<file path="config.mk">
export PLATFORM = sky130hd
export DESIGN_NAME = bus_arbiter2
export DESIGN_NICKNAME = d
export VERILOG_FILES = /design/src/rtl/bus_arb_pkg.sv /design/src/rtl/bus_arb_mux.sv /design/src/rtl/bus_arbiter2.sv
export SDC_FILE = /design/constraint.sdc
export NUM_CORES = 1
export LEC_CHECK = 0
export CORE_AREA = 2 2 173 175
export CTS_CLUSTER_SIZE = 30
export DETAILED_ROUTE_END_ITERATION = 12
export DIE_AREA = 0 0 175 177
export GPL_ROUTABILITY_DRIVEN = 0
export SYNTH_ARGS = -nofsm -noshare
export SYNTH_HDL_FRONTEND = slang
export SYNTH_SLANG_ARGS = --single-unit
</file>
<file path="constraint.sdc">
create_clock -name clk -period 3.15 [get_ports clk]
set_input_delay 0.63 -clock clk [delete_from_list [all_inputs] [get_ports clk]]
set_output_delay 0.63 -clock clk [all_outputs]
set_load 0.03 [all_outputs]
</file>
<file path="src/rtl/bus_arb_pkg.sv">
// Shared state encoding and width defaults for the two-master bus arbiter.
// Combinational constants only; no latency, no backpressure.
// Hold counter width covers HOLD_MAX up to 255.
package bus_arb_pkg;
   typedef enum logic [1:0] {
      IDLE = 2'b00,
      G0   = 2'b01,
      G1   = 2'b10
   } arb_state_t;

   localparam int DEF_AW     = 16;
   localparam int DEF_DW     = 64;
   localparam int HOLD_CNT_W = 8;
endpackage

</file>
<file path="src/rtl/bus_arb_mux.sv">
// Routes the owning master onto the BUS master port and returns bus_din to it.
// Purely combinational (zero latency); no backpressure, owner vector selects.
// With no owner every bus-side and return output is driven to zero.
module bus_arb_mux
   import bus_arb_pkg::*;
#(
   parameter int AW = DEF_AW,
   parameter int DW = DEF_DW
) (
   input  logic [1:0]    owner,
   input  logic          m0_req,
   input  logic          m0_wr,
   input  logic [AW-1:0] m0_addr,
   input  logic [DW-1:0] m0_dout,
   input  logic          m1_req,
   input  logic          m1_wr,
   input  logic [AW-1:0] m1_addr,
   input  logic [DW-1:0] m1_dout,
   input  logic [DW-1:0] bus_din,
   output logic          bus_req,
   output logic          bus_wr,
   output logic [AW-1:0] bus_addr,
   output logic [DW-1:0] bus_dout,
   output logic [DW-1:0] m0_din,
   output logic [DW-1:0] m1_din
);
   always_comb begin
      bus_req  = 1'b0;
      bus_wr   = 1'b0;
      bus_addr = '0;
      bus_dout = '0;
      m0_din   = '0;
      m1_din   = '0;
      if (owner[0]) begin
         bus_req  = m0_req;
         bus_wr   = m0_wr;
         bus_addr = m0_addr;
         bus_dout = m0_dout;
         m0_din   = bus_din;
      end else if (owner[1]) begin
         bus_req  = m1_req;
         bus_wr   = m1_wr;
         bus_addr = m1_addr;
         bus_dout = m1_dout;
         m1_din   = bus_din;
      end
   end
endmodule

</file>
<file path="src/rtl/bus_arbiter2.sv">
// Round-robin arbiter sharing one BUS master port between CPU (m0) and DMA (m1).
// Grant registered one cycle after req; handoff between masters has no idle gap.
// ARB_HOLD_LIMIT_EN: owner is preempted after HOLD_MAX cycles if the other requests.
module bus_arbiter2
   import bus_arb_pkg::*;
#(
   parameter int AW       = DEF_AW,
   parameter int DW       = DEF_DW,
   parameter int HOLD_MAX = 8
) (
   input  logic          clk,
   input  logic          reset,
   input  logic          m0_req,
   input  logic          m0_wr,
   input  logic [AW-1:0] m0_addr,
   input  logic [DW-1:0] m0_dout,
   output logic          m0_grant,
   output logic [DW-1:0] m0_din,
   input  logic          m1_req,
   input  logic          m1_wr,
   input  logic [AW-1:0] m1_addr,
   input  logic [DW-1:0] m1_dout,
   output logic          m1_grant,
   output logic [DW-1:0] m1_din,
   output logic          bus_req,
   output logic          bus_wr,
   output logic [AW-1:0] bus_addr,
   output logic [DW-1:0] bus_dout,
   input  logic          bus_grant,
   input  logic [DW-1:0] bus_din
);
   if (HOLD_MAX < 2 || HOLD_MAX > 255) begin : g_bad_hold_max
      $error("bus_arbiter2: HOLD_MAX must be in 2..255");
   end

   arb_state_t state, next_state;
   logic       last_owner;
   logic       at_limit;
   logic [1:0] owner;

`ifdef ARB_HOLD_LIMIT_EN
   logic [HOLD_CNT_W-1:0] hold_cnt;

   assign at_limit = (hold_cnt == HOLD_CNT_W'(HOLD_MAX - 1));

   // Saturates at the limit so a later request from the other master still preempts.
   always_ff @(posedge clk) begin
      if (reset) begin
         hold_cnt <= '0;
      end else if (next_state != state && next_state != IDLE) begin
         hold_cnt <= '0;
      end else if (state != IDLE && !at_limit) begin
         hold_cnt <= hold_cnt + HOLD_CNT_W'(1);
      end
   end
`else
   assign at_limit = 1'b0;
`endif

   always_ff @(posedge clk) begin
      if (reset) begin
         state      <= IDLE;
         last_owner <= 1'b1;
      end else begin
         state <= next_state;
         if (next_state == G0) begin
            last_owner <= 1'b0;
         end else if (next_state == G1) begin
            last_owner <= 1'b1;
         end
      end
   end

   always_comb begin
      next_state = state;
      case (state)
         IDLE: begin
            if (m0_req && m1_req) next_state = last_owner ? G0 : G1;
            else if (m0_req)      next_state = G0;
            else if (m1_req)      next_state = G1;
         end
         G0: begin
            if (!m0_req)               next_state = m1_req ? G1 : IDLE;
            else if (at_limit && m1_req) next_state = G1;
         end
         G1: begin
            if (!m1_req)               next_state = m0_req ? G0 : IDLE;
            else if (at_limit && m0_req) next_state = G0;
         end
         default: next_state = IDLE;
      endcase
   end

   always_comb begin
      owner    = {state == G1, state == G0};
      m0_grant = owner[0];
      m1_grant = owner[1];
   end

   bus_arb_mux #(.AW(AW), .DW(DW)) u_mux (
      .owner    (owner),
      .m0_req   (m0_req),
      .m0_wr    (m0_wr),
      .m0_addr  (m0_addr),
      .m0_dout  (m0_dout),
      .m1_req   (m1_req),
      .m1_wr    (m1_wr),
      .m1_addr  (m1_addr),
      .m1_dout  (m1_dout),
      .bus_din  (bus_din),
      .bus_req  (bus_req),
      .bus_wr   (bus_wr),
      .bus_addr (bus_addr),
      .bus_dout (bus_dout),
      .m0_din   (m0_din),
      .m1_din   (m1_din)
   );

   // The BUS may only grant a request we actually forwarded.
   a_no_bus_grant_in_idle: assert property (@(posedge clk) disable iff (reset)
      (state == IDLE) |-> !$rose(bus_grant));
endmodule

</file>
==> flow_summary.ini <==
[global_routing]
grt_pass1_wl_mm = 21.6
grt_pass1_vias = 3560
antenna_found_initial = 1
grt_use_total_pct = 9.13
grt_overflow = 0
grt_max_degree = 77

[setup_path]
worstSetupPathType = register to primary output
critPathCaptureType = primary output
r2r_cells = 5
r2r-end = last_owner$_SDFFE_PP1P_
cp.required_ns = 2.52
endpoint = bus_dout[25]
setup.worst_path.start = state[0]$_SDFF_PP0_
cp.arrival_ns = 2.20
worst_setup_path_start_kind = register
r2r_start = state[0]$_SDFF_PP0_
path_max_fanout = 38
reg2reg_slack_ns = 1.80

[power]
p_int_uw = 838
combinationalPowerShare_pct = 83.1
seqPwrFrac_pct = 3.1
pwr-share-clk_pct = 13.8
cellPowerDensity_mw_per_mm2 = 217
max-vdd-ir-drop_v = 0.000184
swShare_pct = 42.9
leakagePower_uw = 0.00249
power_switching_uw = 630

[detailed_routing]
drt-wirelength-per-cell_um = 14.8
vias = 3661
drtIter0Drc = 79
avgViaCountPerCell = 3.42
post-route-drc-count = 0
routed_wl_mm = 15.8
final_antenna_net_count = 0
dr.pass1.iters = 4

[timing]
fin_hold_ws_ns = 0.521
worst_clock_skew_ns = 0.000254
post-route-min-period_ns = 2.83
hold_viol = 0
fin_tns_setup_ns = 0
setup_slack_ns = 0.318
finalSetupViolCount = 0
fmax_mhz = 353
maxSlewViolCount = 0
tightestPinTransition_ns = 0.404
rsz0062_at_grt = no
maxSlewHeadroom_pct = 73.0
finalCritPeriodShare_pct = 89.9

[logic_synthesis]
synth_edf_count = 0
ys_types = 20
yosys_most_used_dff = dfxtp_1
synthCells = 260
yosys_warnings = 0
synthesis.area_mm2 = 0.00198
avgSynthCellArea_um2 = 7.60
ys_seq_area_share_pct = 3.04
synth_area_leaders = and2_1, a22o_1, buf_8
synth_top_area_cell = and2_1
async_reset_ff_share_pct = 0
synth_nets = 492
synth_top_area_share_pct = 40.8
synth-seq-cells = 3

[clocking]
clkTransAtPathRegs_ns = 0.03
clk_latency_ns = 0.22
cts_inserted_buffers = 3
cts_root_buffer = clkbuf_16
cts_resized = 0
holdBufCountCts = 0
post_cts_buffers = 0
cts_tree = yes
h-tree-depth = 1
clock-sinks = 3
cts_buffer_depth = 2

[die]
die_w_um = 175
row_count = 63
die_y_um = 177
initial_core_util_pct = 6.76
coreArea_mm2 = 0.0292
dieArea_mm2 = 0.0310
io_pins = 443

[run_status]
status = finished, final reports clean

[cells_and_area]
final_common_cell = clkdlybuf4s50_1
drive_gt1_share_pct = 3.08
nets = 915
final_area_mm2 = 0.00677
fill_cells = 3186
diodes = 0
syn2layout_area_growth_pct = 243
layout_common_cells = clkdlybuf4s50_1, and2_1, a22o_1

[place]
port_buffers = 441
place_hpwl_mm = 13.8
dpl-instance-area_mm2 = 0.00669
dp_slack_ns = 0.513

[hold_path]
hold_class = register to register
timing.hold.worst_path_depth = 2

[job]
cap_violations = 0
-- power by group through the flow --
stage | Sequential, uW | Combinational, uW | Clock, uW
3_3_place_gp | 46.1 | 1230 | 0
2_1_floorplan | 45.5 | 578 | 0
6_report | 45.7 | 1220 | 202
4_1_cts | 45.7 | 1230 | 206
5_1_grt | 46.3 | 1280 | 208
3_5_place_dp | 46.2 | 1230 | 0
-- Yosys cell counts, types with 2 or more instances --
cell type / n
nand2b_1: 2
buf_2: 13
and2_1: 129
a22o_1: 82
buf_4: 7
dfxtp_1: 3
buf_6: 4
buf_8: 7
nor2_1: 2
-- critical path: stages, from the launching register on --
cell and delay, ns:
dfxtp_1 0.41, inv_2 0.08, nor2_4 0.21, buf_12 0.22, buf_4 0.20, a22o_1 0.15, clkdlybuf4s50_1 0.67
-- stage by stage --
step	cells	total power [uW]	util, %
after CTS	1072	1480	23.2
after floorplan	260	624	-
final	1072	1470	23.2
after global placement	1068	1270	22.9
after detailed placement	1068	1280	22.9
after global routing	1072	1540	23.2
-- cells by family after synthesis --
family                     share of synthesized area (%)
adders and majority gates                          0.633
buffers and inverters                               14.9
DFF                                                 3.04
muxes                                              0.506
and+or+nand+nor                                     43.9
AOI/OAI and AO/OA                                   37.0
-- how the worst min path moves through the flow --
stage                                       start                 endpoint
after detailed placement  last_owner$_SDFFE_PP1P_  last_owner$_SDFFE_PP1P_
after CTS                 last_owner$_SDFFE_PP1P_  last_owner$_SDFFE_PP1P_
after global routing      last_owner$_SDFFE_PP1P_  last_owner$_SDFFE_PP1P_
after floorplan           last_owner$_SDFFE_PP1P_  last_owner$_SDFFE_PP1P_
after global placement    last_owner$_SDFFE_PP1P_  last_owner$_SDFFE_PP1P_
final                     last_owner$_SDFFE_PP1P_  last_owner$_SDFFE_PP1P_
-- flip-flops by register name, indices dropped and copies added (netlist names) --
register    flops
last_owner      1
state           2
-- layer usage --
layer | GRT usage (%) | up-vias | wire length, um
li1 | - | 1769 | -
met1 | 9.63 | 1630 | 5520
met2 | 17.6 | 256 | 8250
met3 | 3.69 | 6 | 2020
met4 | 0.694 | 0 | 46
met5 | 0 | - | 0
-- area by class of cell --
cell class                      instances  area, um2  share of cell area (%)
Sequential cell                         3       60.1                   0.887
Timing Repair Buffer                  450       4520                    66.7
Inverter                                2       7.51                   0.111
Multi-Input combinational cell        223       1620                    23.9
Tap cell                              390        488                    7.20
Clock buffer                            4       78.8                    1.16
(Power assumes the default switching activity.)
